$ cat config.mk
export PLATFORM = sky130hd
export DESIGN_NAME = alu_arbiter
export DESIGN_NICKNAME = d
export VERILOG_FILES = /design/src/rtl/alu_pkg.sv /design/src/rtl/alu_arbiter_rr_arb2.sv /design/src/rtl/alu_arbiter.sv
export SDC_FILE = /design/constraint.sdc
export NUM_CORES = 1
export LEC_CHECK = 0
export CORE_ASPECT_RATIO = 1.75
export CORE_MARGIN = 10
export CORE_UTILIZATION = 43
export CTS_BUF_LIST = sky130_fd_sc_hd__clkbuf_8 sky130_fd_sc_hd__clkbuf_16
export DETAILED_ROUTE_END_ITERATION = 10
export PLACE_DENSITY = 0.9
export SYNTH_ARGS = -nofsm -noshare
export SYNTH_HDL_FRONTEND = slang
export SYNTH_HIERARCHICAL = 1
export SYNTH_SLANG_ARGS = --single-unit
$ cat constraint.sdc
create_clock -name clk -period 2.9 [get_ports clk]
set_clock_uncertainty 0.15 [all_clocks]
set_input_delay 0.435 -clock clk [delete_from_list [all_inputs] [get_ports clk]]
set_output_delay 0.435 -clock clk [all_outputs]
set_load 0.05 [all_outputs]
$ cat src/rtl/alu_pkg.sv
// alu_pkg: shared constants and types for the ALU arbiter front end.
// Opcode encodings, the arbiter FSM state type and the {Z,V,N} flag indices.
package alu_pkg;

  localparam int DATA_W = 16;
  localparam int OPC_W  = 4;
  localparam int FLAG_W = 3;

  // ALU opcodes; anything not listed has no defined function in the ALU
  localparam logic [OPC_W-1:0] ADD     = 4'h0;
  localparam logic [OPC_W-1:0] SUB     = 4'h1;
  localparam logic [OPC_W-1:0] AND_OP  = 4'h2;
  localparam logic [OPC_W-1:0] OR_OP   = 4'h3;
  localparam logic [OPC_W-1:0] XOR_OP  = 4'h4;
  localparam logic [OPC_W-1:0] ALU_NOP = 4'hF;

  // Bit positions inside the {Z,V,N} flags vector
  localparam int FLAG_Z = 2;
  localparam int FLAG_V = 1;
  localparam int FLAG_N = 0;

  typedef enum logic [1:0] {
    IDLE = 2'd0,
    EXEC = 2'd1,
    RESP = 2'd2
  } arb_state_e;

  // Select the operand pair of the granted requester
  function automatic logic [DATA_W-1:0] pick16(input logic sel,
                                               input logic [DATA_W-1:0] v0,
                                               input logic [DATA_W-1:0] v1);
    logic [DATA_W-1:0] r;
    if (sel) begin
      r = v1;
    end else begin
      r = v0;
    end
    return r;
  endfunction

endpackage

$ cat src/rtl/alu_arbiter_rr_arb2.sv
// rr_arb2: two-way grant logic for the ALU arbiter.
// ALU_ARB_RR_EN defined   -> round-robin with a last_grant register (reset 1,
//                            so requester 0 wins the first contention).
// ALU_ARB_RR_EN undefined -> fixed priority, requester 0 always wins.
module rr_arb2 (
  input  logic clk,
  input  logic rst,        // asynchronous, active-low
  input  logic req0_i,
  input  logic req1_i,
  input  logic advance_i,  // a grant was consumed this cycle
  output logic gnt_valid_o,
  output logic gnt_idx_o
);

`ifdef ALU_ARB_RR_EN
  logic last_grant_q;
  logic last_grant_d;

  // Next last_grant: remember whoever was granted on a consumed grant
  always_comb begin
    last_grant_d = last_grant_q;
    if (advance_i) begin
      last_grant_d = gnt_idx_o;
    end else begin
      last_grant_d = last_grant_q;
    end
  end

  // last_grant register
  always_ff @(posedge clk or negedge rst) begin
    if (!rst) begin
      last_grant_q <= 1'b1;
    end else begin
      last_grant_q <= last_grant_d;
    end
  end

  // Round-robin grant: on contention the requester not granted last wins
  always_comb begin
    gnt_valid_o = req0_i | req1_i;
    gnt_idx_o   = 1'b0;
    if (req0_i && req1_i) begin
      gnt_idx_o = ~last_grant_q;
    end else if (req1_i) begin
      gnt_idx_o = 1'b1;
    end else begin
      gnt_idx_o = 1'b0;
    end
  end
`else
  // Clock, reset and advance are only consumed by the round-robin variant
  logic unused_fixed_prio;
  assign unused_fixed_prio = &{1'b0, clk, rst, advance_i};

  // Fixed-priority grant: requester 0 wins whenever it is requesting
  always_comb begin
    gnt_valid_o = req0_i | req1_i;
    gnt_idx_o   = 1'b0;
    if (req0_i) begin
      gnt_idx_o = 1'b0;
    end else if (req1_i) begin
      gnt_idx_o = 1'b1;
    end else begin
      gnt_idx_o = 1'b0;
    end
  end
`endif

endmodule

$ cat src/rtl/alu_arbiter.sv
// alu_arbiter: shares one ALU between the execute issue port (requester 0)
// and the debug/self-test port (requester 1). One op in flight at a time:
// IDLE (accept) -> EXEC (drive ALU one cycle) -> RESP (hold until consumed).
// Outside EXEC the ALU sees ALU_NOP with zero operands so its flag register
// is left alone and the live flags on resp_flags stay stable.
// Optional feature macro: ALU_ARB_RR_EN (round-robin arbitration).
module alu_arbiter
  import alu_pkg::*;
(
  input  logic              clk,
  input  logic              rst,          // asynchronous, active-low
  input  logic              req0_valid,
  output logic              req0_ready,
  input  logic [OPC_W-1:0]  req0_opcode,
  input  logic [DATA_W-1:0] req0_a,
  input  logic [DATA_W-1:0] req0_b,
  input  logic              req1_valid,
  output logic              req1_ready,
  input  logic [OPC_W-1:0]  req1_opcode,
  input  logic [DATA_W-1:0] req1_a,
  input  logic [DATA_W-1:0] req1_b,
  output logic [OPC_W-1:0]  alu_opcode,
  output logic [DATA_W-1:0] alu_in1,
  output logic [DATA_W-1:0] alu_in2,
  input  logic [DATA_W-1:0] alu_result,
  input  logic [FLAG_W-1:0] alu_flags,
  output logic              resp0_valid,
  input  logic              resp0_ready,
  output logic              resp1_valid,
  input  logic              resp1_ready,
  output logic [DATA_W-1:0] resp_data,
  output logic [FLAG_W-1:0] resp_flags
);

  arb_state_e        state_q, state_d;
  logic              owner_q, owner_d;
  logic [OPC_W-1:0]  opcode_q, opcode_d;
  logic [DATA_W-1:0] a_q, a_d;
  logic [DATA_W-1:0] b_q, b_d;
  logic [DATA_W-1:0] result_q, result_d;

  logic gnt_valid_s;
  logic gnt_idx_s;
  logic accept_s;
  logic owner_resp_ready_s;

  // A request is taken whenever the FSM is idle and anyone is requesting
  assign accept_s = (state_q == IDLE) && gnt_valid_s;

  rr_arb2 u_arb (
    .clk         (clk),
    .rst         (rst),
    .req0_i      (req0_valid),
    .req1_i      (req1_valid),
    .advance_i   (accept_s),
    .gnt_valid_o (gnt_valid_s),
    .gnt_idx_o   (gnt_idx_s)
  );

  // Response-ready of whichever requester owns the in-flight op
  always_comb begin
    if (owner_q) begin
      owner_resp_ready_s = resp1_ready;
    end else begin
      owner_resp_ready_s = resp0_ready;
    end
  end

  // FSM state register
  always_ff @(posedge clk or negedge rst) begin
    if (!rst) begin
      state_q <= IDLE;
    end else begin
      state_q <= state_d;
    end
  end

  // FSM next-state logic
  always_comb begin
    state_d = state_q;
    case (state_q)
      IDLE: begin
        if (gnt_valid_s) begin
          state_d = EXEC;
        end else begin
          state_d = IDLE;
        end
      end
      EXEC: state_d = RESP;
      RESP: begin
        if (owner_resp_ready_s) begin
          state_d = IDLE;
        end else begin
          state_d = RESP;
        end
      end
      default: state_d = IDLE;
    endcase
  end

  // Operation/result register next values: latch on accept, capture in EXEC
  always_comb begin
    owner_d  = owner_q;
    opcode_d = opcode_q;
    a_d      = a_q;
    b_d      = b_q;
    result_d = result_q;
    if (accept_s) begin
      owner_d  = gnt_idx_s;
      opcode_d = gnt_idx_s ? req1_opcode : req0_opcode;
      a_d      = pick16(gnt_idx_s, req0_a, req1_a);
      b_d      = pick16(gnt_idx_s, req0_b, req1_b);
    end else if (state_q == EXEC) begin
      result_d = alu_result;
    end else begin
      result_d = result_q;
    end
  end

  // Operation/result registers
  always_ff @(posedge clk or negedge rst) begin
    if (!rst) begin
      owner_q  <= 1'b0;
      opcode_q <= ALU_NOP;
      a_q      <= 16'h0000;
      b_q      <= 16'h0000;
      result_q <= 16'h0000;
    end else begin
      owner_q  <= owner_d;
      opcode_q <= opcode_d;
      a_q      <= a_d;
      b_q      <= b_d;
      result_q <= result_d;
    end
  end

  // FSM outputs: handshakes, ALU drive and response bus per state
  always_comb begin
    req0_ready  = 1'b0;
    req1_ready  = 1'b0;
    alu_opcode  = ALU_NOP;
    alu_in1     = 16'h0000;
    alu_in2     = 16'h0000;
    resp0_valid = 1'b0;
    resp1_valid = 1'b0;
    resp_data   = 16'h0000;
    resp_flags  = 3'b000;
    case (state_q)
      IDLE: begin
        req0_ready = gnt_valid_s & ~gnt_idx_s;
        req1_ready = gnt_valid_s &  gnt_idx_s;
      end
      EXEC: begin
        alu_opcode = opcode_q;
        alu_in1    = a_q;
        alu_in2    = b_q;
      end
      RESP: begin
        if (owner_q) begin
          resp1_valid = 1'b1;
        end else begin
          resp0_valid = 1'b1;
        end
        resp_data  = result_q;
        resp_flags = alu_flags;
      end
      default: begin
        req0_ready = 1'b0;
        req1_ready = 1'b0;
      end
    endcase
  end

endmodule

==> results.txt, run 1 <==
Worst-margin pin slew -> 0.693 ns
Period minus WS final -> 2.54 ns
Clock share of power -> 11.3%
Post-CTS Resized -> 0
Synth Net Count -> 323
Post-route cell area -> 5000 µm²
CP Data Arrival Time -> 1.95 ns
RSZ-0062 raised after global routing -> false
YS warnings -> 6
Combinational power share -> 62.6%
Register area share after synthesis -> 47.3%
Largest net degree at the start of global routing -> 56
Outcome -> finished clean
Critical Path RT -> 2.32 ns
Fmax -> 394 MHz
Gr usage total -> 16.9%
Syn avg cell area -> 12.9 µm²
Setup TNS -> 0 ns
CTS clk-pin slew, worst paths -> 0.07 ns
Worst Hold Class -> in -> async
Starting Density -> 44.4%
Max-cap violation count -> 0
Tot Pwr -> 5.27 mW
Pwr Density -> 1050 nW/µm²
DR WL/cell -> 19.5 µm
Post-CTS Setup Inserts -> 0
Dpl cell area -> 4860 µm²
Share of layout cells above drive strength 1 -> 43.7%
FF+latch count, synth -> 55
Post-synth cell types -> 16
Fin. Hold Viols -> 0
Clock sink count -> 55
Crit path max fanout -> 8
Cell Rows -> 39
Worst Setup Slack, final -> 0.365 ns
Gate Count Post-Synth -> 226
Startpoint types -> primary input
Gp weighted congestion -> 0.756
1st-iter DRT viols -> 114
LEAKAGE -> 2.10 nW
Hpwl dp -> 7.41 mm
Number of CTS-inserted buffers -> 5
Root Buffer -> clkbuf_16
Sequential share of power -> 26.1%
# hold bufs at CTS -> 0
Total gr overflow -> 0
R2r endpoint -> a_q[9]
Core area -> 6590 µm²
Endpoints failing setup -> 0
P_sw -> 2.19 mW
Worst skew pair latency -> 0.29 ns
Vias in the first global route -> 2581
Int Pwr -> 3.07 mW
Initial DRT Pass Iterations -> 4
Htree depth -> 2
Reg2reg setup slack -> 1.08 ns
Fin nets -> 476
Diode count -> 0
Global-route wire length before repair -> 13.7 mm
Max-slew headroom -> 53.8%
CP endpoint kind -> output pin
Period utilisation layout -> 87.4%
Sw Ratio -> 41.6%
Cells on worst reg2reg path -> 3
Final count of pins violating max slew -> 0
Via Count -> 2302
Maximum clock path buffer count -> 2
Initial antenna violation count -> 0
Worst flop-to-flop path startpoint -> state_q[1]
DP Worst Slack -> 0.344 ns
Post-route antenna net violation count -> 0
P&R area growth vs syn -> 71.1%
Post-Route WL -> 9.01 mm
DRC -> 0
TritonCTS clock tree -> yes
Netlist Area Pre-Place -> 2920 µm²
Crit path kind -> in -> out
IO Count -> 156
Max VDD drop -> 0.651 mV
DR vias/cell -> 4.98
Die X -> 82.3 µm
Die height -> 129 µm
Die Area -> 10600 µm²
Input/output buffers -> 155
-- Yosys cell counts --
library cell | instances | area [µm²]
a21o_1 | 1 | 7.51
and2_1 | 53 | 332
buf_2 | 8 | 40.0
buf_4 | 1 | 7.51
buf_6 | 2 | 22.5
clkbuf_1 | 5 | 18.8
dfrtp_1 | 51 | 1280
dfstp_2 | 4 | 105
mux2_1 | 1 | 11.3
mux2_2 | 81 | 912
mux2_4 | 7 | 105
mux2i_1 | 1 | 10.0
nand2b_1 | 4 | 25.0
nor2b_1 | 5 | 31.3
nor3b_2 | 1 | 12.5
or2_1 | 1 | 6.26
-- cell type report --
cell class	count	area, µm²
Clock buffer	5	125
Timing Repair Buffer	162	1900
Clock inverter	3	20.0
Fill cell	445	1590
Sequential cell	55	1380
Multi-Input combinational cell	155	1470
Tap cell	82	103
-- state kept, by name, summed over array words and instances, names as in the netlist --
register  flops
state_q       2
result_q     16
b_q          16
a_q          16
opcode_q      4
owner_q       1
-- stage by stage --
stage | instances | utilization (%) | hold slack, ns
5_1_grt | 462 | 75.9 | 0.183
4_1_cts | 462 | 75.9 | 0.150
6_report | 462 | 75.9 | 0.130
3_5_place_dp | 454 | 73.7 | 0.338
2_1_floorplan | 226 | - | -0.0106
3_3_place_gp | 454 | 73.7 | 0.331
-- critical path, cell delays in order --
cell	delay, ns
clkdlybuf4s50_1	0.54
or2_1	0.15
nor3b_4	0.37
nor2b_1	0.28
buf_12	0.17
-- cells in the final DEF, fill, tap and decap left out --
master	synthesis	routed
buf_12	0	35
nor3b_4	0	1
clkinv_2	0	1
dfstp_2	4	4
nand2b_1	4	4
dfrtp_1	51	51
mux2_4	7	7
buf_2	8	1
nor2b_4	0	2
mux2i_1	1	1
and2_1	53	53
a21o_1	1	1
clkinvlp_4	0	2
nor2b_1	5	3
buf_4	1	27
or2_1	1	1
clkdlybuf4s50_1	0	99
clkbuf_16	0	5
mux2_1	1	1
mux2_2	81	81
-- worst max-delay path by stage --
| stage | start | endpoint | slack (ns) | cells past startpoint |
|---|---|---|---|---|
| 2_1_floorplan | req1_valid | req0_ready | 0.66 | 4 |
| 3_3_place_gp | req0_valid | req0_ready | 0.35 | 5 |
| 3_5_place_dp | req0_valid | req0_ready | 0.34 | 5 |
| 4_1_cts | req0_valid | req0_ready | 0.32 | 5 |
| 5_1_grt | req0_valid | req0_ready | 0.29 | 5 |
| 6_report | req0_valid | req0_ready | 0.36 | 5 |
-- power by group through the flow --
stage	clock network, mW	logic [mW]	registers, mW
3_5_place_dp	0	3.34	1.39
5_1_grt	0.631	3.44	1.43
2_1_floorplan	0	2.01	1.31
3_3_place_gp	0	3.27	1.36
4_1_cts	0.606	3.34	1.38
6_report	0.595	3.30	1.37
-- kinds of logic after synthesis --
kind of cell	Yosys count	share of synthesized area, %
muxes	90	35.5
buffers and inverters	16	3.04
and+or+nand+nor	64	13.9
AOI/OAI and AO/OA	1	0.257
DFF	55	47.3
-- per-layer routing --
layer  part of all wire, %  track usage, %  vias up
met5                     0               0        -
li1                      -               -     1071
met2                    58            32.4       88
met4                   3.0            7.24        0
met1                    31            15.9     1129
met3                   7.3            4.22       14
Note: power is estimated with default switching activity, not from simulation.
==> inputs of run 2 (changes only) <==
--- a/config.mk
+++ b/config.mk
@@ -5,6 +5,7 @@
 export SDC_FILE = /design/constraint.sdc
 export NUM_CORES = 1
 export LEC_CHECK = 0
+export ABC_CLOCK_PERIOD_IN_PS = 2900
 export CORE_ASPECT_RATIO = 1.75
 export CORE_MARGIN = 10
 export CORE_UTILIZATION = 43
==> results of run 2 <==
Same layout as run 1: the final DEF is identical, and so are final timing and power.
==> inputs of run 3 (changes only) <==
--- a/config.mk
+++ b/config.mk
@@ -6,13 +6,12 @@
 export NUM_CORES = 1
 export LEC_CHECK = 0
 export ABC_CLOCK_PERIOD_IN_PS = 2900
-export CORE_ASPECT_RATIO = 1.75
+export CORE_ASPECT_RATIO = 0.9
 export CORE_MARGIN = 10
-export CORE_UTILIZATION = 43
+export CORE_UTILIZATION = 44
 export CTS_BUF_LIST = sky130_fd_sc_hd__clkbuf_8 sky130_fd_sc_hd__clkbuf_16
 export DETAILED_ROUTE_END_ITERATION = 10
 export PLACE_DENSITY = 0.9
 export SYNTH_ARGS = -nofsm -noshare
 export SYNTH_HDL_FRONTEND = slang
-export SYNTH_HIERARCHICAL = 1
 export SYNTH_SLANG_ARGS = --single-unit
==> run 3 against run 2 <==
  * Maximum frequency decreased by 4.4%
  * Area after synthesis rose by 7.3%
  * Sequential share of layout area about the same
  * Wire length down 1.8%
  * Worst hold slack lost 0.021 ns
  * First-iteration DRC count is 69% lower
  * Global-route usage fell by 0.81 points
  * Total power is 3.3% lower
  * Critical endpoint is now alu_in2[4]
  * Combinational power hardly changed
  * Via count up 0.70%
  * Register-to-register slack barely moved
  * Flip-flop and latch count is the same
==> results.txt, run 3 <==
Outcome -> finished clean
Hpwl dp -> 7.30 mm
Cell with the most instances after synthesis -> mux2_4
Post-CTS Setup Inserts -> 0
Worst-margin pin slew -> 0.699 ns
Initial DRT Pass Iterations -> 4
Maximum clock path buffer count -> 2
Critical Path RT -> 2.32 ns
Pwr Density -> 1020 nW/µm²
Period minus WS final -> 2.65 ns
Crit-path max cell delay -> 0.80 ns
Die Area -> 10900 µm²
Crit path max fanout -> 16
Vias in the first global route -> 2617
CP endpoint kind -> output pin
Cell Rows -> 29
Post-CTS Resized -> 0
IO Count -> 156
Htree depth -> 2
Largest net degree at the start of global routing -> 56
CP Data Arrival Time -> 2.07 ns
Fill cells -> 480
Final count of pins violating max slew -> 0
Fin nets -> 479
Post-route cell area -> 4990 µm²
FF+latch count, synth -> 55
Largest area contributor in the netlist -> dfrtp_1
Syn avg cell area -> 13.8 µm²
Worst Hold Class -> in -> async
Die X -> 109 µm
Synth Net Count -> 324
Most common cell after layout, fill and taps aside -> clkdlybuf4s50_1
Top Registers -> a_q x16, b_q x16, result_q x16
Tot Pwr -> 5.09 mW
Fin. Hold Viols -> 0
Post-synthesis async set-or-reset flop share -> 100%
YS warnings -> 0
Via Count -> 2318
Post-Route WL -> 8.85 mm
Max VDD drop -> 0.535 mV
EDFF count, synth -> 0
RSZ-0062 raised after global routing -> false
# hold bufs at CTS -> 0
Post-route antenna net violation count -> 0
Gate Count Post-Synth -> 227
Share of layout cells above drive strength 1 -> 43.1%
Most frequent cells after synthesis -> mux2_4 (58), and2_1 (52), dfrtp_1 (51), mux2_2 (30)
Max-slew headroom -> 53.4%
DRC -> 0
Worst skew pair latency -> 0.30 ns
Netlist Area Pre-Place -> 3140 µm²
Startpoint types -> flip-flop
Input/output buffers -> 155
TritonCTS clock tree -> yes
Core area -> 7000 µm²
Clock sink count -> 55
Leading cell types in the layout, fill and taps excluded -> clkdlybuf4s50_1 (101), mux2_4 (58), and2_1 (52)
Period utilisation layout -> 91.4%
Gr usage total -> 16.1%
Synth area leaders -> dfrtp_1 (41%), mux2_4 (28%), mux2_2 (11%)
Max-cap violation count -> 0
Dpl cell area -> 4910 µm²
Starting Density -> 44.8%
Crit path max-delay family -> buffers and inverters
Top FF cell, synth -> dfrtp_1
Buf/Inv on CP -> 1
LEAKAGE -> 2.28 nW
DR WL/cell -> 18.6 µm
CTS clk-pin slew, worst paths -> 0.10 ns
DR vias/cell -> 4.87
Setup TNS -> 0 ns
Worst-path cell chain -> nor2b_4 > and2_1 > clkdlybuf4s50_1
Fmax -> 377 MHz
Global-route wire length before repair -> 13.9 mm
Endpoints failing setup -> 0
1st-iter DRT viols -> 35
Register area share after synthesis -> 44.1%
Post-synth cell types -> 19
Crit path kind -> reg -> out
Diode count -> 0
Initial antenna violation count -> 0
Root Buffer -> clkbuf_8
Number of CTS-inserted buffers -> 5
Synth top area share -> 40.7%
Slowest cell on crit path -> clkdlybuf4s50_1
Total gr overflow -> 0
Gp weighted congestion -> 0.731
Die height -> 100 µm
P&R area growth vs syn -> 59.3%
run 3: stage by stage:
step | utilization, % | hold WS (ns) | cells | worst slack [ns]
finish | 71.3 | 0.110 | 476 | 0.249
global route | 71.3 | 0.161 | 476 | 0.105
CTS | 71.3 | 0.140 | 476 | 0.213
detailed placement | 70.1 | 0.334 | 468 | 0.415
global placement | 70.1 | 0.330 | 468 | 0.476
floorplan | - | -0.0106 | 227 | 0.402
run 3: worst reg2reg max path, delay by kind of cell (launching register included):
kind,cells,cell delay [ns]
compound gates,1,0.17
buf+inv,1,0.36
flops,1,0.44
mux,1,0.40
simple gates,1,0.19
run 3: report_power, final:
| part | switching [mW] | internal, mW |
|---|---|---|
| combinational | 1.73 | 1.56 |
| sequential | 0.208 | 1.18 |
| clock | 0.244 | 0.164 |
| total | 2.18 | 2.91 |
run 3: cell families (layout without fill, tap and decap cells):
kind of cell    after synthesis  in the layout  share of synthesized area [%]
compound gates                3              3                          0.638
buf+inv                      16            172                           3.83
mux                          89             89                           38.9
flops                        55             55                           44.1
simple gates                 64             64                           12.6
run 3: area by class of cell:
cell class	instances	area, µm²	share of cell area [%]
clock inverters	3	12.5	0.251
flip-flops and latches	55	1380	27.7
multi-input cells	156	1650	32.9
repair buffers	164	1770	35.4
well taps	93	116	2.33
clock buffers	5	68.8	1.38
run 3: metal layers:
layer / track usage (%) / share of wire, %
met5: 0 / 0
met4: 4.05 / 1.6
met3: 7.30 / 11
met2: 27.3 / 50
met1: 17.9 / 37
run 3: worst paths after layout:
path	startpoint	to	slack, ns	cells after the start
min	rst	b_q[13]	0.11	2
max reg2reg	state_q[1]	b_q[10]	1.09	4
min reg2reg	result_q[1]	result_q[1]	0.36	1
min in group clk	result_q[1]	result_q[1]	0.36	1
max	state_q[1]	alu_in2[4]	0.25	3
max in group asynchronous	rst	result_q[0]	2.02	2
